<file path="src/rtl/arb_merge_if.sv">
// rtl/arb_merge_if.sv - producer/consumer handshake bundle for arb_merge
interface arb_merge_if #(
  parameter int DATA_W = 32
);
  logic              Send_in_a;
  logic [DATA_W-1:0] Data_in_a;
  logic              Ack_in_a;
  logic              Send_in_b;
  logic [DATA_W-1:0] Data_in_b;
  logic              Ack_in_b;
  logic              Send_out;
  logic [DATA_W-1:0] Data_out;
  logic              Src_out;
  logic              Ack_out;
  logic              Full;

  // Environment side: drives both producers and the consumer acknowledge.
  modport master (
    output Send_in_a, Data_in_a, Send_in_b, Data_in_b, Ack_out,
    input  Ack_in_a, Ack_in_b, Send_out, Data_out, Src_out, Full
  );

  // Merge stage side.
  modport slave (
    input  Send_in_a, Data_in_a, Send_in_b, Data_in_b, Ack_out,
    output Ack_in_a, Ack_in_b, Send_out, Data_out, Src_out, Full
  );
endinterface

</file>
<file path="src/rtl/arb_merge.sv">
// rtl/arb_merge.sv - two-input round-robin merge into a tagged FIFO (ARB_MERGE_FIXED_PRIO_EN selects fixed A priority)
module arb_merge #(
  parameter int DATA_W = 32,
  parameter int DEPTH  = 4
) (
  input logic          CLK,
  input logic          MR,
  arb_merge_if.slave   bus
);
  localparam int PTR_W = $clog2(DEPTH);
  localparam logic [PTR_W:0] FULL_CNT = DEPTH[PTR_W:0];

  logic [DATA_W-1:0] data_mem [DEPTH];
  logic [DEPTH-1:0]  src_mem;
  logic [PTR_W-1:0]  wr_ptr;
  logic [PTR_W-1:0]  rd_ptr;
  logic [PTR_W:0]    count;
  logic              full;
  logic              empty;
  logic              win_a;
  logic              win_b;
  logic              ack_a;
  logic              ack_b;
  logic              push;
  logic              pop;
  logic              push_src;
  logic [DATA_W-1:0] push_data;

  assign full  = (count == FULL_CNT);
  assign empty = (count == '0);

`ifdef ARB_MERGE_FIXED_PRIO_EN
  // A always wins; B only gets through when A is silent.
  always_comb begin
    win_a = 1'b1;
    win_b = ~bus.Send_in_a;
  end
`else
  typedef enum logic {LAST_A = 1'b0, LAST_B = 1'b1} last_t;
  last_t last_q;
  last_t last_d;

  // Round-robin pointer register; reset favours A on the first contention.
  always_ff @(posedge CLK or posedge MR) begin
    if (MR) last_q <= LAST_B;
    else    last_q <= last_d;
  end

  // Pointer follows the winner of each grant and holds otherwise.
  always_comb begin
    last_d = last_q;
    if (ack_a)      last_d = LAST_A;
    else if (ack_b) last_d = LAST_B;
  end

  // A lone requester wins; under contention the side not served last wins.
  always_comb begin
    win_a = ~bus.Send_in_b | (last_q == LAST_B);
    win_b = ~bus.Send_in_a | (last_q == LAST_A);
  end
`endif

  // Grant never looks at Ack_out, so a full FIFO refuses even with a pop pending.
  always_comb begin
    ack_a     = bus.Send_in_a & win_a & ~full & ~MR;
    ack_b     = bus.Send_in_b & win_b & ~full & ~MR;
    push      = ack_a | ack_b;
    push_src  = ack_b;
    push_data = ack_b ? bus.Data_in_b : bus.Data_in_a;
    pop       = ~empty & bus.Ack_out;
  end

  assign bus.Ack_in_a = ack_a;
  assign bus.Ack_in_b = ack_b;
  assign bus.Send_out = ~empty;
  assign bus.Full     = full;
  assign bus.Data_out = data_mem[rd_ptr];
  assign bus.Src_out  = src_mem[rd_ptr];

  // Slot storage; cleared on reset so the head reads zero afterwards.
  always_ff @(posedge CLK or posedge MR) begin
    if (MR) begin
      for (int i = 0; i < DEPTH; i++) data_mem[i] <= '0;
      src_mem <= '0;
    end else if (push) begin
      data_mem[wr_ptr] <= push_data;
      src_mem[wr_ptr]  <= push_src;
    end
  end

  // Pointers wrap naturally at DEPTH; count nets out a simultaneous push and pop.
  always_ff @(posedge CLK or posedge MR) begin
    if (MR) begin
      wr_ptr <= '0;
      rd_ptr <= '0;
      count  <= '0;
    end else begin
      if (push) wr_ptr <= wr_ptr + 1'b1;
      if (pop)  rd_ptr <= rd_ptr + 1'b1;
      if (push && !pop)      count <= count + 1'b1;
      else if (pop && !push) count <= count - 1'b1;
    end
  end
endmodule

</file>
<file path="src/flat_wrapper.sv">
// flat-port wrapper written by rule: the top's interface ports become plain ports
module arb_merge_flat 
#(
  parameter int DATA_W = 32,
  parameter int DEPTH  = 4
)
  (CLK, MR, bus_Send_in_a, bus_Data_in_a, bus_Send_in_b, bus_Data_in_b, bus_Ack_out, bus_Ack_in_a, bus_Ack_in_b, bus_Send_out, bus_Data_out, bus_Src_out, bus_Full);
  arb_merge_if #(.DATA_W(DATA_W)) bus_i ();
  input logic CLK;
  input logic MR;
  input wire logic [$bits(bus_i.Send_in_a)-1:0] bus_Send_in_a;
  input wire logic [$bits(bus_i.Data_in_a)-1:0] bus_Data_in_a;
  input wire logic [$bits(bus_i.Send_in_b)-1:0] bus_Send_in_b;
  input wire logic [$bits(bus_i.Data_in_b)-1:0] bus_Data_in_b;
  input wire logic [$bits(bus_i.Ack_out)-1:0] bus_Ack_out;
  output wire logic [$bits(bus_i.Ack_in_a)-1:0] bus_Ack_in_a;
  output wire logic [$bits(bus_i.Ack_in_b)-1:0] bus_Ack_in_b;
  output wire logic [$bits(bus_i.Send_out)-1:0] bus_Send_out;
  output wire logic [$bits(bus_i.Data_out)-1:0] bus_Data_out;
  output wire logic [$bits(bus_i.Src_out)-1:0] bus_Src_out;
  output wire logic [$bits(bus_i.Full)-1:0] bus_Full;
  assign bus_i.Send_in_a = bus_Send_in_a;
  assign bus_i.Data_in_a = bus_Data_in_a;
  assign bus_i.Send_in_b = bus_Send_in_b;
  assign bus_i.Data_in_b = bus_Data_in_b;
  assign bus_i.Ack_out = bus_Ack_out;
  assign bus_Ack_in_a = bus_i.Ack_in_a;
  assign bus_Ack_in_b = bus_i.Ack_in_b;
  assign bus_Send_out = bus_i.Send_out;
  assign bus_Data_out = bus_i.Data_out;
  assign bus_Src_out = bus_i.Src_out;
  assign bus_Full = bus_i.Full;
  arb_merge #(.DATA_W(DATA_W), .DEPTH(DEPTH)) u_core (.CLK(CLK), .MR(MR), .bus(bus_i));
endmodule
</file>
<file path="config.mk">
export PLATFORM = sky130hd
export DESIGN_NAME = arb_merge_flat
export DESIGN_NICKNAME = d
export VERILOG_FILES = /design/src/rtl/arb_merge_if.sv /design/src/rtl/arb_merge.sv /design/src/flat_wrapper.sv
export SDC_FILE = /design/constraint.sdc
export NUM_CORES = 1
export LEC_CHECK = 0
export CAP_MARGIN = 10
export CORE_ASPECT_RATIO = 0.75
export CORE_MARGIN = 8
export CORE_UTILIZATION = 61
export CTS_BUF_LIST = sky130_fd_sc_hd__clkbuf_8
export CTS_CLUSTER_DIAMETER = 30
export DETAILED_ROUTE_END_ITERATION = 6
export PLACE_DENSITY = 0.87
export SLEW_MARGIN = 20
export SYNTH_ARGS = -nofsm -noshare
export SYNTH_HDL_FRONTEND = slang
export SYNTH_SLANG_ARGS = --single-unit
</file>
<file path="constraint.sdc">
create_clock -name CLK -period 11 [get_ports CLK]
set_input_delay 2.2 -clock CLK [delete_from_list [all_inputs] [get_ports CLK]]
set_output_delay 2.2 -clock CLK [all_outputs]
set_load 0.005 [all_outputs]
</file>
# Word-level counts from Yosys, hierarchy flattened
# Index checks and enable logic that the tools add are counted.
# word_totals
regBits	140
in_bits	69
out_inout_bits	37
word_cells	63
# op_classes
add_sub_neg	4
n_lt_le_gt_ge	6
eq_ne	1
muxes	16
n_bitwise	18
n_reduce_logical	9
# ops
operator	count
128-bit bitwise mux	1
32-bit two-way mux	4
32-bit binary-select mux with 2-bit select	1
32-bit demux with 2-bit select	1
1-bit AND	7
3-bit >= comparator, second input constant	2
2-bit by 3-bit < comparator with 1-bit output, second input constant	2
3-bit two-way mux	2
1-bit inverter	6
2-bit inverter with 3-bit output	2
2-bit by 1-bit adder with 2-bit output, second input constant	2
4-bit bitwise mux	1
1-bit logical AND	4
1-bit two-way mux	4
2-bit nonzero test	2
3-bit by 1-bit adder with 3-bit output, second input constant	1
3-bit equality test, second input constant	1
3-bit zero test	1
3-bit by 1-bit < comparator with 1-bit output, second input constant	1
1-bit bitwise OR	3
3-bit by 1-bit subtractor with 3-bit output, second input constant	1
1-bit binary-select mux with 2-bit select	1
1-bit demux with 2-bit select	1
2-bit by 1-bit >= comparator with 1-bit output, second input constant	1
1-bit zero test	2

# Logic depth before layout (Yosys ltp)
# logic_depth
word_depth	10
ltp_mapped	10
mapped_depth_nobuf	8

# Worst setup path after synthesis
# Ideal clock, no wire load.
# synth_path
kind	input-to-reg
from	input MR
to	register u_core.data_mem[100] (netlist bit)
setup_ns	0.104
arrival_ns	7.575
t_required_ns	10.896
path_slack_ns	3.321
cell_stages	6
n_path_buf	3
cell_sequence	buf_2 > inv_1 > buf_2 > clkbuf_1 > a41oi_1 > a31oi_1
# synth_via
elab_chain_len	4
elab_cells_between_ends	6
cone_classes	mux (2); bitwise (4)
# synth_rtl
item	line_no	source
start, declared	flat_wrapper.sv:10	input logic MR;
1-bit inverter (*)	arb_merge.sv:65, arb_merge.sv:66	
1-bit AND	arb_merge.sv:66	ack_b = bus.Send_in_b & win_b & ~full & ~MR;
32-bit two-way mux	arb_merge.sv:69	push_data = ack_b ? bus.Data_in_b : bus.Data_in_a;
128-bit bitwise mux	arb_merge.sv:86	data_mem[wr_ptr] <= push_data;
end signal, assigned by index	arb_merge.sv:86	
end, declared	arb_merge.sv:13	logic [DATA_W-1:0] data_mem [DEPTH];
# Every way passes the cells marked *; elsewhere a longest branch is shown, timed or not.
# A chain may end at the register's enable or synchronous reset.

# Final worst setup path
# layout_path
from	input bus_Send_in_b
to	output bus_Ack_in_b
# layout_via
elab_chain_len	3
# layout_rtl
item	line_no	source
start, declared	flat_wrapper.sv:13	input wire logic [$bits(bus_i.Send_in_b)-1:0] bus_Send_in_b;
1-bit AND (3 in series)	arb_merge.sv:66	
end, declared	flat_wrapper.sv:17	output wire logic [$bits(bus_i.Ack_in_b)-1:0] bus_Ack_in_b;
# No other way between the ends.

==> metrics <==
Sum Neg Setup Slack 0 ns; Root Driver clkbuf_8; CP peak stage delay 0.59 ns; Die Ht 112 µm; Hold Vio Cnt, Final 0; largest area contributor in the netlist dfrtp_1; CTS tree built; clk_skew 0.0132 ns; Cell Chain, Critical Path clkdlybuf4s50_1 > a21bo_2 > nor3_2 > clkdlybuf4s50_1; Lkg Pwr 3.07 nW; WL final 22000 µm; cts repair resizes 0; GRT overflow 0; RSZ-0062 raised after global routing false; Hold Crit Class flop to flop; peak supply drop 0.151 mV; H-tree depth 4; die area 16000 µm²; IO buf count 105; synth cell count leaders 139 x dfrtp_1, 128 x a31oi_1, 128 x a41oi_1, 67 x clkbuf_1, 33 x mux4_2; 1st-pass router iterations 5; first-pass GRT wire length 35000 µm; Seq cells post-synth 140; CP Capture Type output port; Worst-Skew Late Latency 0.45 ns; Syn Area/Cell 11.6 µm²; RePlAce Congestion 0.771; DRC violations left 0; critical path's slowest cell clkdlybuf4s50_1; initial DRC count 1005; Max Clk Rate 155 MHz; number of global-route vias before repair 6707; max cap viols 0; Seq/Total Area, Yosys 47.1%; crit path launch type input port; Ys Warns 0; Setup CP Type input port to output port; Slew Limit Headroom 24.7%; CP required 8.80 ns; Synth async-reset ratio 100%; pwr dens 306 nW/µm²; Synth top area share 46.8%; clk buf depth 2; Placement Setup Slack 4.60 ns; Syn Nets 718; Final Critical Period 6.43 ns; Worst Setup Slack, final 4.57 ns; Layout Area Growth over Synthesis 16.6%; Buf/Inv on CP 2; largest net degree at the start of global routing 184; crit-path most repeated cell clkdlybuf4s50_1; ys flop type dfrtp_1; final core occ 71.7%; status completed; vias 6678; count leader, synth dfrtp_1; setup bufs post-CTS 0; Via density 7.84; Routed Antenna Nets 0; Worst-Margin Slew 1.13 ns; gr usage total 27.6%; NumNets Final 748; io pins 106; CP Max Fanout 33; # fillers 826; synth top area cells dfrtp_1 47%, a41oi_1 15%, a31oi_1 11%; Routed WL per cell 25.8 µm; post-synthesis cell count 643; # rows 35; synth unique cells 35; Post-synth EDFFs 0; Top Family by Delay on Critical Path buffers and inverters; initial antenna violation count 0; hpwl dp 12400 µm; Num CTS Buffers 17; Clk pin slew, worst setup/hold paths 0.07 ns; Die W 143 µm; CP arrival 4.23 ns; Final Max Slew Viols 0; layout cells sized above 1 12.0%; # setup viols final 0; final worst path period share 58.5%; # diodes 0; CTS Sinks 140; core area 12100 µm²; cts hold-fix bufs 0; Starting Density 61.5%; synthesized cell area 7440 µm²
==> path summary, 6_finish.rpt <==
| kind | from | end | slack (ns) | cells after the start |
|---|---|---|---|---|
| max in group asynchronous | MR | u_core.data_mem[69]$_DFFE_PP0P_ | 7.10 | 3 |
| worst min register to register | u_core.count[2]$_DFFE_PP0P_ | u_core.count[2]$_DFFE_PP0P_ | 0.51 | 1 |
| min in group asynchronous | MR | u_core.data_mem[61]$_DFFE_PP0P_ | 2.37 | 2 |
| worst max-delay path | bus_Send_in_b | bus_Ack_in_b | 4.57 | 4 |
| worst max register to register | u_core.count[2]$_DFFE_PP0P_ | u_core.data_mem[20]$_DFFE_PP0P_ | 7.77 | 4 |
| worst min-delay path | u_core.count[2]$_DFFE_PP0P_ | u_core.count[2]$_DFFE_PP0P_ | 0.51 | 1 |
==> placed cells by master (no fill, tap or decap), types with 3 or more instances in the layout <==
| cell type | Yosys | routed |
|---|---|---|
| clkdlybuf4s50_1 | 0 | 104 |
| nand4_1 | 32 | 32 |
| and4_1 | 3 | 3 |
| clkbuf_8 | 0 | 21 |
| inv_1 | 9 | 16 |
| dfrtp_1 | 139 | 137 |
| o31ai_1 | 32 | 32 |
| a41oi_1 | 128 | 128 |
| a31oi_1 | 128 | 128 |
| xnor2_1 | 4 | 4 |
| ha_1 | 5 | 5 |
| mux4_2 | 33 | 33 |
| clkinv_2 | 0 | 3 |
| o2bb2ai_1 | 4 | 4 |
| buf_4 | 3 | 9 |
==> stage by stage <==
step / cells / power, mW / instance area (µm²) / hold slack [ns]
floorplan: 643 / 1.75 / 7440 / 0.446
global placement: 820 / 2.21 / 8330 / 0.464
detailed placement: 820 / 2.28 / 8330 / 0.502
CTS: 852 / 2.64 / 8660 / 0.514
global route: 852 / 2.79 / 8670 / 0.531
finish: 852 / 2.65 / 8670 / 0.509
==> report_power, final <==
group          switching, mW  leakage (nW)  internal (mW)  total, mW
clock                  0.189         0.205          0.172      0.361
combinational          0.656          1.29          0.676       1.33
sequential             0.182          1.57          0.778      0.960
total                   1.03          3.07           1.63       2.65
==> flip-flops by register name, summed over array words and instances, names as in the netlist <==
| signal | count |
|---|---|
| u_core.data_mem | 128 |
| u_core.rd_ptr | 2 |
| u_core.last_q | 1 |
| u_core.src_mem | 4 |
| u_core.count | 3 |
| u_core.wr_ptr | 2 |
==> cell families after synthesis <==
| kind of cell | synth area share (%) |
|---|---|
| AO/OA/AOI/OAI | 30.0 |
| XOR/XNOR | 0.707 |
| adder cells (fa/ha/maj) | 1.11 |
| buffers and inverters | 6.83 |
| flip-flops | 47.1 |
| multiplexers | 10.3 |
| AND/OR/NAND/NOR | 3.94 |
==> area by class of cell <==
type	instances	area [µm²]	area share, %
Sequential cell	140	3510	40.4
Multi-Input combinational cell	388	3440	39.7
Timing Repair Buffer	116	1140	13.1
Clock buffer	21	289	3.33
Tap cell	166	208	2.40
Inverter	10	47.5	0.548
Clock inverter	11	45.0	0.519
==> per-layer routing <==
metal	global-route usage (%)	routed length, µm	vias to the layer above
met5	0	0	-
met4	10.8	436	0
met3	7.70	2270	58
met2	42.2	10700	468
met1	36.6	8600	3331
li1	-	-	2821
No activity file was read; power rests on OpenSTA's default activity.
